**src/rtl/condicionador_botoes.sv**
```systemverilog
// condicionador_botoes
//   Conditions the raw push-buttons for the jogo_playseq datapath. The raw
//   vector is synchronised, debounced as a whole, and each accepted
//   single-button press is reported once. It is reported as a held one-hot
//   code (jogada) together with a one-cycle pulse (tem_jogada). A press with
//   two or more buttons down is rejected and flagged with a one-cycle pulse
//   on multipla.
// Ports
//   clock         rising-edge clock
//   reset         synchronous reset, active low
//   botoes        raw asynchronous buttons, 1 = pressed
//   habilita      1 = presses may be accepted
//   limpa         clears the stored jogada (a same-edge load wins)
//   jogada        last accepted press, one-hot, held
//   tem_jogada    1-cycle pulse when a new jogada is accepted
//   jogada_valida jogada != 0
//   multipla      1-cycle pulse when more than one button is pressed together
//   db_filtrado   debounced button vector (debug)
//   db_estado     FSM state code (debug)
module condicionador_botoes #(
  parameter int N_BOTOES = 4,
  parameter int DEBOUNCE = 20,
  parameter int CW       = 5
) (
  input  logic                clock,
  input  logic                reset,
  input  logic [N_BOTOES-1:0] botoes,
  input  logic                habilita,
  input  logic                limpa,
  output logic [N_BOTOES-1:0] jogada,
  output logic                tem_jogada,
  output logic                jogada_valida,
  output logic                multipla,
  output logic [N_BOTOES-1:0] db_filtrado,
  output logic [2:0]          db_estado
);

  typedef enum logic [2:0] {
    INICIAL  = 3'd0,
    ESPERA   = 3'd1,
    REGISTRA = 3'd2,
    ERRO     = 3'd3,
    SOLTAR   = 3'd4
  } estado_t;

  localparam logic [CW-1:0] CNT_LAST = CW'(DEBOUNCE - 1);

  estado_t             estado;
  logic [N_BOTOES-1:0] sync1, s, s_prev, filtrado;
  logic [CW-1:0]       cnt;

  // x & (x-1) clears the lowest set bit: nonzero means two or more bits set.
  logic [N_BOTOES-1:0] resto;
  logic                um_so, varios, carrega, solto;

  assign resto   = filtrado & (filtrado - 1'b1);
  assign um_so   = (filtrado != '0) && (resto == '0);
  assign varios  = (resto != '0);
  assign carrega = (estado == ESPERA) && habilita && um_so;
  // Leaving SOLTAR also requires the synchroniser to be idle. After a reset
  // taken mid-press, filtrado is 0 but the button is still down. Looking at
  // sync1/s stops that held button from being taken as a fresh press once
  // it debounces.
  assign solto   = (filtrado == '0) && (s == '0) && (sync1 == '0);

  always_ff @(posedge clock) begin
    if (!reset) begin
      sync1    <= '0;
      s        <= '0;
      s_prev   <= '0;
      filtrado <= '0;
      cnt      <= '0;
      jogada   <= '0;
      estado   <= INICIAL;
    end else begin
      sync1  <= botoes;
      s      <= sync1;
      s_prev <= s;

      // One counter for the whole vector: any bit change restarts the window.
      // Once the window completes, cnt parks at its last value.
      if (s != s_prev)          cnt      <= '0;
      else if (cnt == CNT_LAST) filtrado <= s;
      else                      cnt      <= cnt + 1'b1;

      if (carrega)    jogada <= filtrado;
      else if (limpa) jogada <= '0;

      case (estado)
        INICIAL:  estado <= SOLTAR;
        SOLTAR:   if (solto) estado <= ESPERA;
        ESPERA: begin
          if (habilita && um_so)       estado <= REGISTRA;
          else if (habilita && varios) estado <= ERRO;
        end
        REGISTRA: estado <= SOLTAR;
        ERRO:     estado <= SOLTAR;
        default:  estado <= INICIAL;
      endcase
    end
  end

  // Pulses are pure state decodes, so no path exists from botoes to outputs.
  assign tem_jogada    = (estado == REGISTRA);
  assign multipla      = (estado == ERRO);
  assign jogada_valida = (jogada != '0);
  assign db_filtrado   = filtrado;
  assign db_estado     = estado;

endmodule

```
**config.mk**
```make
export PLATFORM = sky130hd
export DESIGN_NAME = condicionador_botoes
export DESIGN_NICKNAME = d
export VERILOG_FILES = /design/src/rtl/condicionador_botoes.sv
export SDC_FILE = /design/constraint.sdc
export NUM_CORES = 1
export LEC_CHECK = 0
export ABC_AREA = 1
export BUFFER_PORTS_ARGS = -buffer_cell sky130_fd_sc_hd__buf_4
export CAP_MARGIN = 20
export CORE_MARGIN = 4
export CORE_UTILIZATION = 57
export CTS_CLUSTER_DIAMETER = 40
export DETAILED_ROUTE_END_ITERATION = 12
export GPL_TIMING_DRIVEN = 0
export HOLD_SLACK_MARGIN = 0.12
export PLACE_DENSITY = 0.86
export SLEW_MARGIN = 10
export SYNTH_ARGS = -nofsm -noshare
export SYNTH_HDL_FRONTEND = slang
export SYNTH_SLANG_ARGS = --single-unit
```
**constraint.sdc**
```tcl
create_clock -name clock -period 2.45 [get_ports clock]
set_input_delay 0.245 -clock clock [delete_from_list [all_inputs] [get_ports clock]]
set_output_delay 0.245 -clock clock [all_outputs]
set_load 0.02 [all_outputs]
```
After elaboration in Yosys (flattened, before gate mapping)
Cells that the tools add are included.

storage, ports and cells
  logic and storage cells = 46
  register bits = 28
  input bits = 8

cells by class
  $add $sub $neg = 2
  eq/ne operators = 8
  multiplexer cells = 6
  bitwise operators = 3
  reduce and logical (&&, ||, !) cells = 20

operators with widths
  operator             number
  $logic_not 4->1      4
  $reduce_bool 4->1    3
  $mux 3               3
  $pmux 3 s3           1
  $mux 4               2
  $logic_and 1x1->1    7
  $eq 3x2->1 const B   2
  $add 5x1->5 const B  1
  $eq 5x5->1 const B   1
  $and 4x4->4          1
  $ne 4x4->1           1
  $reduce_and 2->1     2
  $sub 4x1->4 const B  1
  $eq 3x1->1 const B   1
  $eq 3x3->1 const B   1
  $logic_not 3->1      1
  $ne 3x1->1 const B   1
  $reduce_or 3->1      1
  $ne 2x2->1 const B   1
  $not 1->1            2
  $reduce_bool 2->1    1
  $reduce_or 2->1      1

Longest topological paths before layout
  word-level depth = 7
  depth in mapped cells = 8

Worst setup path before layout
No wires, ideal clock.

  kind = reg-to-output
  from = register estado[0], in the netlist db_estado[0]
  to = output port multipla
  cell stages (with the launch flop) = 3
  setup slack = 1151 ps
  arrival time = 1054 ps
  cell sequence = dfxtp_1 -> inv_1 -> nor3_1

on the way
  longest elaborated chain between the ends = 1

RTL lines
  what                      RTL line  text
  start: declaration        48        estado_t estado;
  start signal: assignment  74        estado <= INICIAL;
  start signal: assignment  90        INICIAL: estado <= SOLTAR;
  start signal: assignment  91        SOLTAR: if (solto) estado <= ESPERA;
  $eq 3x2->1                105       assign multipla = (estado == ERRO);
  end: declaration          33        output logic multipla,

No other way between the ends.

Worst setup path in the final report
  from = register jogada[2]
  to = output port jogada_valida

on the way
  longest elaborated chain between the ends = 1

RTL lines
  what                      RTL line  text
  start: declaration        30        output logic [N_BOTOES-1:0] jogada,
  start signal: assignment  86        if (carrega) jogada <= filtrado;
  $reduce_bool 4->1         106       assign jogada_valida = (jogada != '0);
  end: declaration          32        output logic jogada_valida,

No other way between the ends.

==> run metrics <==
gr usage total=19.4%; Stages on worst setup path=2; worst slack, placed=1100 ps; slowest cell on the critical path=or4_1; setup total negative slack=0 ps; nets=209; critical path type=reg -> out; hold depth=4; reg2reg end=db_filtrado[0]; first-pass GRT wire length=4220 um; WP data arrival=1370 ps; Peak Freq=618 MHz; routability-driven placement congestion ratio=0.865; antenna violations before repair=0; yosys warns=0; Die Y=54.3 um; CP startpoint=jogada[2]; CP Capture Point=jogada_valida; Least-Margin Pin Slew=about 350 ps; Mapped Nets=180; Detailed Place HPWL=1900 um; # H-tree levels=1; clk slew on worst S/H paths=~150 ps; Vias/cell=a little under 5; Netlist Area Pre-Place=0.00122 mm2; Core Rows=16; root buffer cell=clkbuf_4; CTS tree=done; Layout area overhead=22.6%; vias=1103; Avg WL per Cell=10.9 um; pwr dens=597 mW/mm2; placed cells=218; Num CTS Buffers=3; grt met3 use=2.72%; Post-Syn Area per Cell=7.14 um2; worst hold path class=in -> reg; Synth top area share=45.9%; share of layout cells above drive strength 1=16.6%; library cells used by synthesis=21; Top Usage Layer GRT=met2; Max Clock Skew=3.89 ps; vias in the first global route=1042; critical-path cell list=or4_1 -> buf_4; crit start category=register; First-pass DRT Iterations=4; GRT met2 Usage=35.9%; Pleak=roughly 0.76 nW; grt ovf=0; Top Ports=22; setup bufs post-CTS=0; remaining antenna violation count=0; number of inserted diodes=0; crit-path max FO=3; final slew viol count=0; Worst VDD drop=~450 uV; Starting Density=61.0%; unrepaired setup endpoints after global routing=false; worst relative slew slack=76.5%; final setup fails=0; Post-synth top cells=nand2_1 (40), inv_1 (34), dfxtp_1 (28); post_cts resized=0; number of synthesized register bits=28; Clk Latency, worst-skew pair=320 ps; Worst EP required=2200 ps; drc violations=0; Max Root-Sink Buffers=2; Seq/Total Area, Yosys=45.9%; status=completed; Final Hold Viols=0; number of port buffers=20; CP delay by family, top=simple AND/OR/NAND/NOR gates; Post-DP Area=0.00141 mm2; # fillers=about 160; Die Footprint=0.00295 mm2; Layout Cells excl Fill=between 200 and 250; final worst path period need=1620 ps; met1 usage=22.6%; drt total wl=2470 um; Async SR Flop Fraction=0%; Cells after Synth=171; final period utilization=66.1%; final core area utilization=74.8%; largest net degree at the start of global routing=17; cell with the most instances after synthesis=nand2_1; Bufs and invs on worst path=1; Crit. End Element=output port; Initial DRC Count=9; clk sinks=28; Max Cap Viol=0; Die X=54.3 um; Core Box Area=0.00200 mm2; Final WS setup=831 ps; Synth area leaders=dfxtp_1 (46%), nand2_1 (12%), inv_1 (10%); final instance area=0.00150 mm2; ys flop type=dfxtp_1; max incr delay on CP=~530 ps; largest area contributor in the netlist=dfxtp_1; worst-case reg-to-reg path depth=7; worst r2r src=cnt[0]; Post-synth EDFFs=0; reg2reg setup slack=1030 ps
==> per-layer routing <==
metal | vias to the layer above | share of wire, %
met1 | 496 | 41
li1 | 579 | -
met4 | 0 | 0.93
met2 | 24 | 54
met5 | - | 0
met3 | 4 | 4.1
==> repair_timing <==
| item | CTS | global route |
|---|---|---|
| hold buffers | 4 | 0 |
| endpoints found under the setup margin | 0 | 0 |
| hold endpoints to repair | 4 | 0 |
==> flip-flops by register name (all words and copies together) (netlist names) <==
| name | count |
|---|---|
| cnt | 5 |
| db_estado | 3 |
| db_filtrado | 4 |
| jogada | 4 |
| s | 4 |
| s_prev | 4 |
| sync1 | 4 |
==> final cells by class <==
class	count	area, um2	share of cell area [%]
sequential	28	561	37.4
multi-input combinational	104	513	34.3
timing repair buffer	24	190	12.7
inverter	37	139	9.27
tap	27	33.8	2.26
clock inverter	1	30.0	2.01
clock buffer	3	22.5	1.50
buffer	2	8.76	0.585
==> cells in the final DEF (no fill, tap or decap) <==
cell and instances:
nor2_4 2, nand3_2 2, o21ai_0 2, nor2_2 1, dfxtp_1 28, xor2_1 5, nor3_1 4, a21oi_1 8
nand4_1 4, dlygate4sd3_1 4, inv_1 34, nand2_2 1, or4_1 1, clkbuf_4 3, buf_4 20, ha_1 1
buf_2 1, buf_1 1, clkinv_1 1, xnor2_1 1, nor2_1 16, inv_2 2, nand2_1 40, bufinv_16 1
nand3_1 16
==> how the worst min path moves through the flow <==
stage / startpoint / endpoint / slack [ps]
2_1_floorplan: botoes[0] / sync1[0] / 340
3_3_place_gp: sync1[2] / s[2] / 410
3_5_place_dp: sync1[1] / s[1] / 420
4_1_cts: limpa / jogada[2] / 210
5_1_grt: limpa / jogada[1] / 220
6_report: limpa / jogada[2] / 220
==> power by group <==
group | switching (mW) | total, mW | leakage, nW | internal [mW]
clock | 0.133 | 0.299 | 0.0279 | 0.165
sequential | 0.0149 | 0.488 | 0.228 | 0.473
combinational | 0.0639 | 0.108 | 0.503 | 0.0436
==> tightest hold or removal path: stages <==
cell	delay, ps
buf_4	80
inv_1	60
nand3_1	80
a21oi_1	50
==> kinds of logic after synthesis <==
logic type      count (synthesis)  synth area share, %
compound gates                 10                 4.10
xor+xnor                        6                 4.30
fa+ha+maj                       1                 1.02
buf+inv                        39                 12.1
flops                          28                 45.9
simple gates                   87                 32.6
==> through the flow <==
stage | power (mW) | hold slack (ps)
3_3_place_gp | 0.594 | 413
4_1_cts | 0.901 | 207
5_1_grt | 0.935 | 219
3_5_place_dp | 0.599 | 420
2_1_floorplan | 0.565 | 343
6_report | 0.894 | 219
Power figures use the tool's default switching activity.
